===== config.mk =====
export PLATFORM = sky130hd
export DESIGN_NAME = target_scheduler
export DESIGN_NICKNAME = d
export VERILOG_FILES = /design/src/rtl/target_scheduler.sv
export SDC_FILE = /design/constraint.sdc
export NUM_CORES = 1
export LEC_CHECK = 0
export ABC_CLOCK_PERIOD_IN_PS = 13660
export CAP_MARGIN = 0
export CORE_ASPECT_RATIO = 0.8
export CORE_UTILIZATION = 44
export DETAILED_ROUTE_END_ITERATION = 12
export SLEW_MARGIN = 15
export SYNTH_ARGS = -nofsm -noshare
export SYNTH_HDL_FRONTEND = slang
export SYNTH_SLANG_ARGS = --single-unit

===== constraint.sdc =====
create_clock -name clock -period 13.66 [get_ports clock]
set_input_delay 2.732 -clock clock [delete_from_list [all_inputs] [get_ports clock]]
set_output_delay 2.732 -clock clock [all_outputs]
set_load 0.005 [all_outputs]

===== src/rtl/target_scheduler.sv =====
// Round sequencer for the whack-a-target game: picks targets from the random
// generator, times each target's lifetime, scores pad hits and counts misses.
module target_scheduler #(
  parameter int unsigned LIFE_CYCLES   = 50000000,
  parameter int unsigned LIFE_MIN      = 12500000,
  parameter int unsigned LIFE_STEP     = 5000000,
  parameter int unsigned HITS_PER_STEP = 10,
  parameter int unsigned GAP_CYCLES    = 10000000,
  parameter int unsigned MAX_MISSES    = 3
) (
  input  logic        clock,
  input  logic        reset,
  input  logic        start,
  input  logic [3:0]  ran_num,
  input  logic [9:0]  hit,
  output logic [9:0]  target,
  output logic [31:0] score,
  output logic [3:0]  misses,
  output logic [31:0] gen_modulus,
  output logic        game_over,
  output logic        busy
);

  typedef enum logic [2:0] {IDLE, PICK, SHOW, GAP, OVER} state_t;

  localparam logic [31:0] LIFE_INIT  = 32'(LIFE_CYCLES);
  localparam logic [31:0] LIFE_FLOOR = 32'(LIFE_MIN);
  localparam logic [31:0] LIFE_DEC   = 32'(LIFE_STEP);
  localparam logic [31:0] STEP_HITS  = 32'(HITS_PER_STEP);
  localparam logic [31:0] GAP_LOAD   = 32'(GAP_CYCLES);
  localparam logic [3:0]  MISS_LIMIT = 4'(MAX_MISSES);
  localparam logic [3:0]  NO_INDEX   = 4'hF;

  state_t      state_q, state_d;
  logic [9:0]  target_q, target_d;
  logic [31:0] score_q, score_d;
  logic [3:0]  misses_q, misses_d;
  logic [31:0] life_q, life_d;
  logic [31:0] hit_cnt_q, hit_cnt_d;
  logic [3:0]  last_idx_q, last_idx_d;
  logic [3:0]  idx_q, idx_d;
  logic [31:0] timer_q, timer_d;
  logic [9:0]  hit_q;
  logic [9:0]  press;
  logic        lit_press;

  // Only rising edges count, so a pad held down into SHOW never scores.
  assign press     = hit & ~hit_q;
  assign lit_press = |(press & target_q);

  always_ff @(posedge clock or posedge reset) begin
    if (reset) begin
      state_q    <= IDLE;
      target_q   <= '0;
      score_q    <= '0;
      misses_q   <= '0;
      life_q     <= LIFE_INIT;
      hit_cnt_q  <= '0;
      last_idx_q <= NO_INDEX;
      idx_q      <= '0;
      timer_q    <= '0;
      hit_q      <= '0;
    end else begin
      state_q    <= state_d;
      target_q   <= target_d;
      score_q    <= score_d;
      misses_q   <= misses_d;
      life_q     <= life_d;
      hit_cnt_q  <= hit_cnt_d;
      last_idx_q <= last_idx_d;
      idx_q      <= idx_d;
      timer_q    <= timer_d;
      hit_q      <= hit;
    end
  end

  always_comb begin
    state_d    = state_q;
    target_d   = target_q;
    score_d    = score_q;
    misses_d   = misses_q;
    life_d     = life_q;
    hit_cnt_d  = hit_cnt_q;
    last_idx_d = last_idx_q;
    idx_d      = idx_q;
    timer_d    = timer_q;

    case (state_q)
      IDLE, OVER: begin
        // Last index returns to the "none" value so any first target is allowed.
        if (start) begin
          score_d    = '0;
          misses_d   = '0;
          hit_cnt_d  = '0;
          last_idx_d = NO_INDEX;
          life_d     = LIFE_INIT;
          state_d    = PICK;
        end
      end

      PICK: begin
        if (ran_num <= 4'd9 && ran_num != last_idx_q) begin
          idx_d    = ran_num;
          target_d = 10'd1 << ran_num;
          timer_d  = life_q;
          state_d  = SHOW;
        end
      end

      SHOW: begin
        // A correct press wins over an expiring timer in the same cycle.
        if (lit_press) begin
          score_d  = (score_q == '1) ? score_q : score_q + 32'd1;
          target_d = '0;
          timer_d  = GAP_LOAD;
          state_d  = GAP;
          if (hit_cnt_q + 32'd1 >= STEP_HITS) begin
            hit_cnt_d = '0;
            life_d    = (life_q >= LIFE_FLOOR + LIFE_DEC) ? life_q - LIFE_DEC : LIFE_FLOOR;
          end else begin
            hit_cnt_d = hit_cnt_q + 32'd1;
          end
        end else if (timer_q == '0) begin
          misses_d = misses_q + 4'd1;
          target_d = '0;
          if (misses_q + 4'd1 >= MISS_LIMIT) begin
            state_d = OVER;
          end else begin
            timer_d = GAP_LOAD;
            state_d = GAP;
          end
        end else begin
          timer_d = timer_q - 32'd1;
        end
      end

      GAP: begin
        if (timer_q == '0) begin
          last_idx_d = idx_q;
          state_d    = PICK;
        end else begin
          timer_d = timer_q - 32'd1;
        end
      end

      default: state_d = IDLE;
    endcase
  end

  assign target      = target_q;
  assign score       = score_q;
  assign misses      = misses_q;
  assign gen_modulus = score_q + 32'd11;
  assign game_over   = (state_q == OVER);
  assign busy        = (state_q == PICK) || (state_q == SHOW) || (state_q == GAP);

endmodule


# After elaboration in Yosys (flattened, before gate mapping)
# Cells that the tools add are included.
classes:
  addsub: 6
  magnitude_cmp: 4
  eq_ne: 17
  shifts: 1
  muxes: 36
  bitwise_logic: 3
  n_reduce_logical: 20
ops:
  columns: ["cell", "count"]
  rows:
  - ["32-bit two-way mux", 14]
  - ["32-bit one-hot mux with 2 select lines", 3]
  - ["32-bit one-hot mux with 3 select lines", 1]
  - ["32-bit by 1-bit adder with 32-bit output (second input constant)", 2]
  - ["32-bit by 4-bit adder with 32-bit output (second input constant)", 1]
  - ["32-bit equality test (second input constant)", 1]
  - ["32-bit by 25-bit greater-or-equal comparator with 1-bit output (second input constant)", 1]
  - ["32-bit by 4-bit greater-or-equal comparator with 1-bit output (second input constant)", 1]
  - ["32-bit logical NOT", 1]
  - ["32-bit by 1-bit subtractor with 32-bit output (second input constant)", 1]
  - ["32-bit by 23-bit subtractor with 32-bit output (second input constant)", 1]
  - ["10-bit two-way mux", 3]
  - ["10-bit AND", 2]
  - ["4-bit two-way mux", 5]
  - ["10-bit one-hot mux with 2 select lines", 1]
  - ["4-bit AND reduction", 5]
  - ["3-bit two-way mux", 6]
  - ["2-bit inequality test (second input constant)", 9]
  - ["4-bit one-hot mux with 2 select lines", 2]
  - ["3-bit one-hot mux with 4 select lines", 1]
  - ["10-bit NOT", 1]
  - ["10-bit OR reduction", 1]
  - ["1-bit by 4-bit left shift with 10-bit output (first input constant)", 1]
  - ["3-bit AND reduction", 3]
  - ["other kinds (16)", 20]
totals:
  reg_bits: 163
  input_bits: 17
  out_inout_bits: 80
  wordCells: 97

# Depth between registers and ports, before layout
# Gate-level depths: netlist of run 1.
logic_depth:
  word_depth: 6
  ltp_mapped: 12
  mapped_depth_nobuf: 11

# Worst setup path before layout of run 1
# OpenSTA, ideal clock, no wires.
synth_timing:
  path_type: "reg2out"
  startpoint: "reg score_q[2] (netlist: score[2])"
  endpoint: "out gen_modulus[19]"
  arrival_ps: 1978
  required_time_ps: 10928
  path_slack_ps: 8950
  path_stages_with_launch: 10
  path_buffers: 2
  path_cell_list: "dfrtp_1 > clkbuf_1 > o21a_1 > o21ai_0 > nor2_1 > and2_1 > clkbuf_1 > and3_1 > nand3_1 > xnor2_1"
synth_between:
  elab_chain_cells: 1
synth_rtl:
  columns: ["item", "line", "text"]
  rows:
  - ["from (decl)", "36", "logic [31:0] score_q, score_d;"]
  - ["from (signal assigned)", "66", "score_q <= score_d;"]
  - ["32-bit by 4-bit adder with 32-bit output", "153", "assign gen_modulus = score_q + 32'd11;"]
  - ["to (decl)", "19", "output logic [31:0] gen_modulus,"]
# No other way between the ends.

# Worst setup path in the final report of run 1
layout_timing:
  startpoint: "reg score_q[0] (netlist: score[0])"
  endpoint: "out gen_modulus[26]"
# The elaborated chain is that of the path after synthesis.

==> impl_metrics.json, run 1 <==
{
  "status": "completed",
  "grt_max_degree": 100,
  "gp_congestion": 0.880,
  "root_buffer": "clkbuf_16",
  "die_area_um2": 21600,
  "synth-seq-cells": 158,
  "n_fill_cell": 1886,
  "max_cap_viol_count": 0,
  "synth_simple_gate_area_frac": 0.261,
  "wl_mm": 25.3,
  "drtIter0Drc": 718,
  "finalCritPeriodShare": 0.432,
  "start_util": 0.447,
  "firstDrtPassIters": 5,
  "rsz0062_at_grt": "false",
  "antenna_found_initial": 0,
  "fmax_ghz": 0.169,
  "syn_nets": 1085,
  "numCtsBuffers": 17,
  "area_delta_synth_final_pct": 19.5,
  "synthesis.area_per_instance_um2": 8.72,
  "io_buffers": 96,
  "drc": 0,
  "finClkSkew_ns": 0.0129,
  "tns_ns": 0,
  "routedWlPerCell_um": 17.9,
  "slowest_delay_ns": 0.53,
  "dp_slack_ns": 8.08,
  "synth_top_area_cell": "dfrtp_1",
  "place_area_um2": 10400,
  "synth_top_flop_cell": "dfrtp_1",
  "clock_path_buffers": 2,
  "fp.dieW_um": 164,
  "synth_edf_count": 0,
  "postSynth.asyncResetShare": 1.00,
  "yosys.area_share.adder": 0.0122,
  "netlist_instances": 1059,
  "synth.most_common_cell": "dfrtp_1",
  "synth_cell_type_count": 81,
  "grt_pass1_wl_mm": 41.5,
  "tightest_slew_ns": 0.923,
  "synth_compound_area_frac": 0.187,
  "grt_overflow": 0,
  "seqCellArea_um2": 3970,
  "finalNonFillerCells": 1415,
  "timing.final.crit_period_ns": 5.90,
  "io_pins": 97,
  "critPathLaunchType": "register",
  "clk_latency_ns": 0.43,
  "die_h_um": 132,
  "ctsHtreeMaxLevel": 4,
  "ys_warn_count": 0,
  "path_common_cell": "inv_1",
  "endpoint_kind": "primary output",
  "cp_slowest_cell": "clkdlybuf4s50_1",
  "yosysTopAreaCellShare": 0.385,
  "irDropWorstVdd_uv": 102,
  "final_area_um2": 11000,
  "cts_resized": 0,
  "synth_commonest_cells": "dfrtp_1 (142), nor2_1 (122), nand2_1 (108), a21oi_1 (55), o21ai_0 (51)",
  "cts_tree": "built",
  "drive_above_1_share": 0.0829,
  "core_area_um2": 20600,
  "postCtsHoldBufs": 0,
  "cts.clk_slew.worst_paths_ns": 0.07,
  "vias": 8231,
  "synth-xor-area-share": 0.0645,
  "muxShareOfSynthArea": 0.00826,
  "crit_required_ns": 10.93,
  "synth_area_leaders": "dfrtp_1 (38%), nor2_1 (5.0%), dfstp_2 (4.6%)",
  "grt_pass1_vias": 7562,
  "grt_use_total": 0.244,
  "diodes": 0,
  "setup_viol": 0,
  "slew_violations": 0,
  "power.density_nw_per_um2": 176,
  "finalHoldViolations": 0,
  "maxSlewHeadroom": 0.385,
  "detail-route-antenna-nets": 0,
  "ys_seq_area_frac": 0.430,
  "worst_slack_ns": 7.76,
  "post_cts_buffers": 0,
  "crit_type": "reg -> out",
  "crit_arrival_ns": 3.17,
  "dp_hpwl_mm": 17.7,
  "rows": 47,
  "drt-vias-per-instance": 5.82,
  "path_cells": "inv_1 -> ha_1 -> inv_1 -> a21oi_1 -> nor3_1 -> nand3_1 -> inv_1 -> nand2_1 -> nor2_1 -> xor2_1 -> clkdlybuf4s50_1",
  "placedCellCount": 1383,
  "fin_nets": 1159,
  "clock_sinks": 158,
  "leakage_nw": 4.53,
  "hold_class": "reg -> reg",
  "path_max_fanout": 6,
  "syn_area_um2": 9240,
  "multi_input_area_um2": 4920,
  "synth_top_family_by_area": "simple AND/OR/NAND/NOR gates"
}
logic make-up after synthesis:
group | count (synthesis)
simple gates | 470
fa+ha+maj | 9
mux | 7
flops | 158
xor+xnor | 68
buf+inv | 81
compound gates | 266
placed cells by master, fill, tap and decap left out, types with 26 or more instances in the layout:
master | netlist | layout
inv_1 | 28 | 27
nor2_1 | 122 | 122
a21oi_1 | 55 | 54
nor3_1 | 41 | 41
o21ai_1 | 36 | 35
nand2_1 | 108 | 108
and2_1 | 32 | 32
o21ai_0 | 51 | 51
nand3_1 | 36 | 36
nand4_1 | 26 | 26
clkdlybuf4s50_1 | 0 | 96
xor2_1 | 32 | 32
xnor2_1 | 36 | 36
dfrtp_1 | 142 | 142
per-layer routing:
metal  wire length (µm)  global-route usage  vias up
li1                   -                   -     3953
met1              13400               0.401     3975
met2              10000               0.316      283
met3               1680              0.0543       20
met4                241              0.0504        0
met5                  0                   0        -
worst max-delay path, delay by kind of cell (launching register included):
| family | cells | cell delay, ns |
|---|---|---|
| AO/OA/AOI/OAI | 1 | 0.15 |
| XOR/XNOR | 1 | 0.17 |
| adder cells (fa/ha/maj) | 1 | 0.24 |
| buffers and inverters | 4 | 0.82 |
| flip-flops | 1 | 0.42 |
| AND/OR/NAND/NOR | 4 | 0.95 |
flip-flops by register name (all words and copies together), names as in the netlist:
signal / cells
hit_cnt_q: 32
score: 32
timer_q: 32
life_q: 27
hit_q: 10
target: 10
idx_q: 4
last_idx_q: 4
misses: 4
state_q: 3
through the flow:
stage / hold slack [ns] / power, W / utilization
3_3_place_gp: 0.482 / 0.00142 / 0.503
6_report: 0.493 / 0.00195 / 0.535
3_5_place_dp: 0.484 / 0.00142 / 0.503
4_1_cts: 0.502 / 0.00195 / 0.535
2_1_floorplan: 0.456 / 0.00119 / -
5_1_grt: 0.524 / 0.00208 / 0.535
path summary, 6_finish.rpt:
path	end	cells after the start	start	slack [ns]
min	timer_q[25]	2	timer_q[25]	0.49
max	gen_modulus[26]	11	score[0]	7.76
min in group asynchronous	timer_q[30]	2	reset	2.86
max reg2reg	life_q[13]	10	hit_cnt_q[0]	9.92
max in group asynchronous	life_q[16]	3	reset	9.44
min reg2reg	timer_q[25]	2	timer_q[25]	0.49
layout make-up:
class | count | share of cell area
multi-input cells | 820 | 0.446
inverters | 29 | 0.0103
repair buffers | 107 | 0.0945
well taps | 269 | 0.0305
flip-flops and latches | 158 | 0.360
clock buffers | 17 | 0.0385
clock inverters | 15 | 0.0201
power breakdown:
group	total [W]	switching, W	internal (W)
combinational	0.000706	0.000440	0.000266
clock	0.000528	0.000215	0.000313
sequential	0.000713	0.000130	0.000584
total	0.00195	0.000784	0.00116
No activity file was read; power rests on OpenSTA's default activity.
==> inputs of run 2 (changes only) <==
--- a/config.mk
+++ b/config.mk
@@ -5,7 +5,7 @@
 export SDC_FILE = /design/constraint.sdc
 export NUM_CORES = 1
 export LEC_CHECK = 0
-export ABC_CLOCK_PERIOD_IN_PS = 13660
+export ABC_CLOCK_PERIOD_IN_PS = 6100
 export CAP_MARGIN = 0
 export CORE_ASPECT_RATIO = 0.8
 export CORE_UTILIZATION = 44
==> constraint.sdc (replaced) <==
create_clock -name clock -period 6.1 [get_ports clock]
set_input_delay 1.22 -clock clock [delete_from_list [all_inputs] [get_ports clock]]
set_output_delay 1.22 -clock clock [all_outputs]
set_load 0.005 [all_outputs]
==> impl_metrics.json, run 2 (synthesis gave the netlist of run 1 again) <==
{
  "io_pins": 97,
  "grt_pass1_wl_mm": 41.1,
  "maxSlewHeadroom": 0.391,
  "root_buffer": "clkbuf_16",
  "fin_nets": 1159,
  "crit_required_ns": 4.88,
  "grt_pass1_vias": 7547,
  "critPathLaunchType": "register",
  "gp_congestion": 0.851,
  "drtIter0Drc": 592,
  "finClkSkew_ns": 0.00974,
  "die_h_um": 132,
  "setup_viol": 0,
  "power_switching_w": 0.00173,
  "hold_class": "reg -> reg",
  "worst_slack_ns": 1.69,
  "cts_resized": 0,
  "core_area_um2": 20600,
  "io_buffers": 96,
  "final_cell_mix": "dfrtp_1 (142), nor2_1 (122), nand2_1 (108)",
  "vias": 8209,
  "crit_type": "reg -> out",
  "power.density_nw_per_um2": 389,
  "slew_violations": 0,
  "rsz0062_at_grt": "false",
  "grt_overflow": 0,
  "routedWlPerCell_um": 17.4,
  "wl_mm": 24.6,
  "finalCritPeriodShare": 0.723,
  "diodes": 0,
  "dp_slack_ns": 1.86,
  "grt_max_degree": 81,
  "worstRegToRegCells": 10,
  "drt-vias-per-instance": 5.81,
  "endpoint_kind": "primary output",
  "utilization": 0.533,
  "drive_above_1_share": 0.0812,
  "die_area_um2": 21600,
  "cts_tree": "built",
  "max_cap_viol_count": 0,
  "crit_end": "gen_modulus[19]",
  "clk_latency_ns": 0.43,
  "antenna_found_initial": 0,
  "leakage_nw": 4.50,
  "irDropWorstVdd_uv": 302,
  "status": "completed",
  "ff2ff_setup_slack_ns": 2.45,
  "power_frac_comb": 0.369,
  "area_delta_synth_final_pct": 19.1,
  "tightest_slew_ns": 0.909,
  "finalHoldViolations": 0,
  "postCtsHoldBufs": 0,
  "fmax_ghz": 0.227,
  "final_common_cell": "dfrtp_1",
  "start_util": 0.447,
  "p_int_w": 0.00255,
  "clock_sinks": 158,
  "dp_hpwl_mm": 17.4,
  "crit_arrival_ns": 3.19,
  "drc": 0,
  "cts.clk_slew.worst_paths_ns": 0.06,
  "rows": 47,
  "sw_frac_of_total": 0.403,
  "timing.final.crit_period_ns": 4.41,
  "path_max_fanout": 8,
  "holdWs_ns": 0.498,
  "ctsHtreeMaxLevel": 4,
  "finalNonFillerCells": 1414,
  "grt_use_total": 0.241,
  "detail-route-antenna-nets": 0,
  "firstDrtPassIters": 5,
  "r2r-end": "timer_q[17]",
  "sequentialPowerShare": 0.372,
  "worstReg2RegStart": "timer_q[2]",
  "fp.dieW_um": 164,
  "placedCellCount": 1383,
  "clockPowerShare": 0.259,
  "numCtsBuffers": 17,
  "tns_ns": 0,
  "post_cts_buffers": 0,
  "clock_path_buffers": 2,
  "worstSetupStartpoint": "score[2]"
}
==> run 2: cell types whose count changed in the layout (fill, tap and decap cells not counted) <==
cell / change
clkbuf_1: +1
clkinv_2: +1
bufinv_16: -1
clkbuf_8: +1
inv_6: -4
clkinvlp_4: +3
inv_8: -2
==> run 2: final cells by class <==
class,count,area (µm²)
inverters,29,114
flip-flops and latches,158,3970
multi-input cells,820,4920
fillers,1877,9640
repair buffers,107,1040
clock inverters,12,161
clock buffers,19,443
well taps,269,337
==> run 2: worst max-delay path: stages, from the launching register on <==
cell             delay, ns
dfrtp_1               0.52
o21a_1                0.22
o21ai_0               0.16
nor2_1                0.41
and2_1                0.39
and3_1                0.25
nand3_1               0.11
xnor2_1               0.17
clkdlybuf4s50_1       0.52
==> run 2: power groups by stage <==
stage / Combinational (W) / Sequential (W) / Clock (W)
finish: 0.00158 / 0.00159 / 0.00111
global placement: 0.00155 / 0.00160 / 0
global route: 0.00178 / 0.00163 / 0.00118
detailed placement: 0.00157 / 0.00160 / 0
floorplan: 0.00118 / 0.00149 / 0
CTS: 0.00158 / 0.00158 / 0.00113
==> run 2: per-stage QoR <==
| stage | power, W | area (µm²) |
|---|---|---|
| after floorplan | 0.00267 | 9240 |
| after global placement | 0.00315 | 10400 |
| after detailed placement | 0.00317 | 10400 |
| after CTS | 0.00429 | 11000 |
| after global routing | 0.00458 | 11000 |
| final | 0.00428 | 11000 |
==> run 2: metal layers <==
| layer | vias up | share of wire | global-route usage | routed length [µm] |
|---|---|---|---|---|
| li1 | 3985 | - | - | - |
| met1 | 3986 | 0.53 | 0.388 | 13000 |
| met2 | 220 | 0.40 | 0.317 | 9890 |
| met3 | 18 | 0.058 | 0.0467 | 1430 |
| met4 | 0 | 0.012 | 0.0689 | 306 |
| met5 | - | 0 | 0 | 0 |
==> run 2: worst min-delay path by stage <==
stage | start | endpoint | slack [ns] | cells after the start
5_1_grt | idx_q[3] | last_idx_q[3] | 0.51 | 1
3_5_place_dp | timer_q[24] | timer_q[24] | 0.49 | 2
3_3_place_gp | timer_q[25] | timer_q[25] | 0.48 | 2
4_1_cts | idx_q[2] | last_idx_q[2] | 0.51 | 1
6_report | timer_q[24] | timer_q[24] | 0.50 | 2
2_1_floorplan | timer_q[25] | timer_q[25] | 0.46 | 2
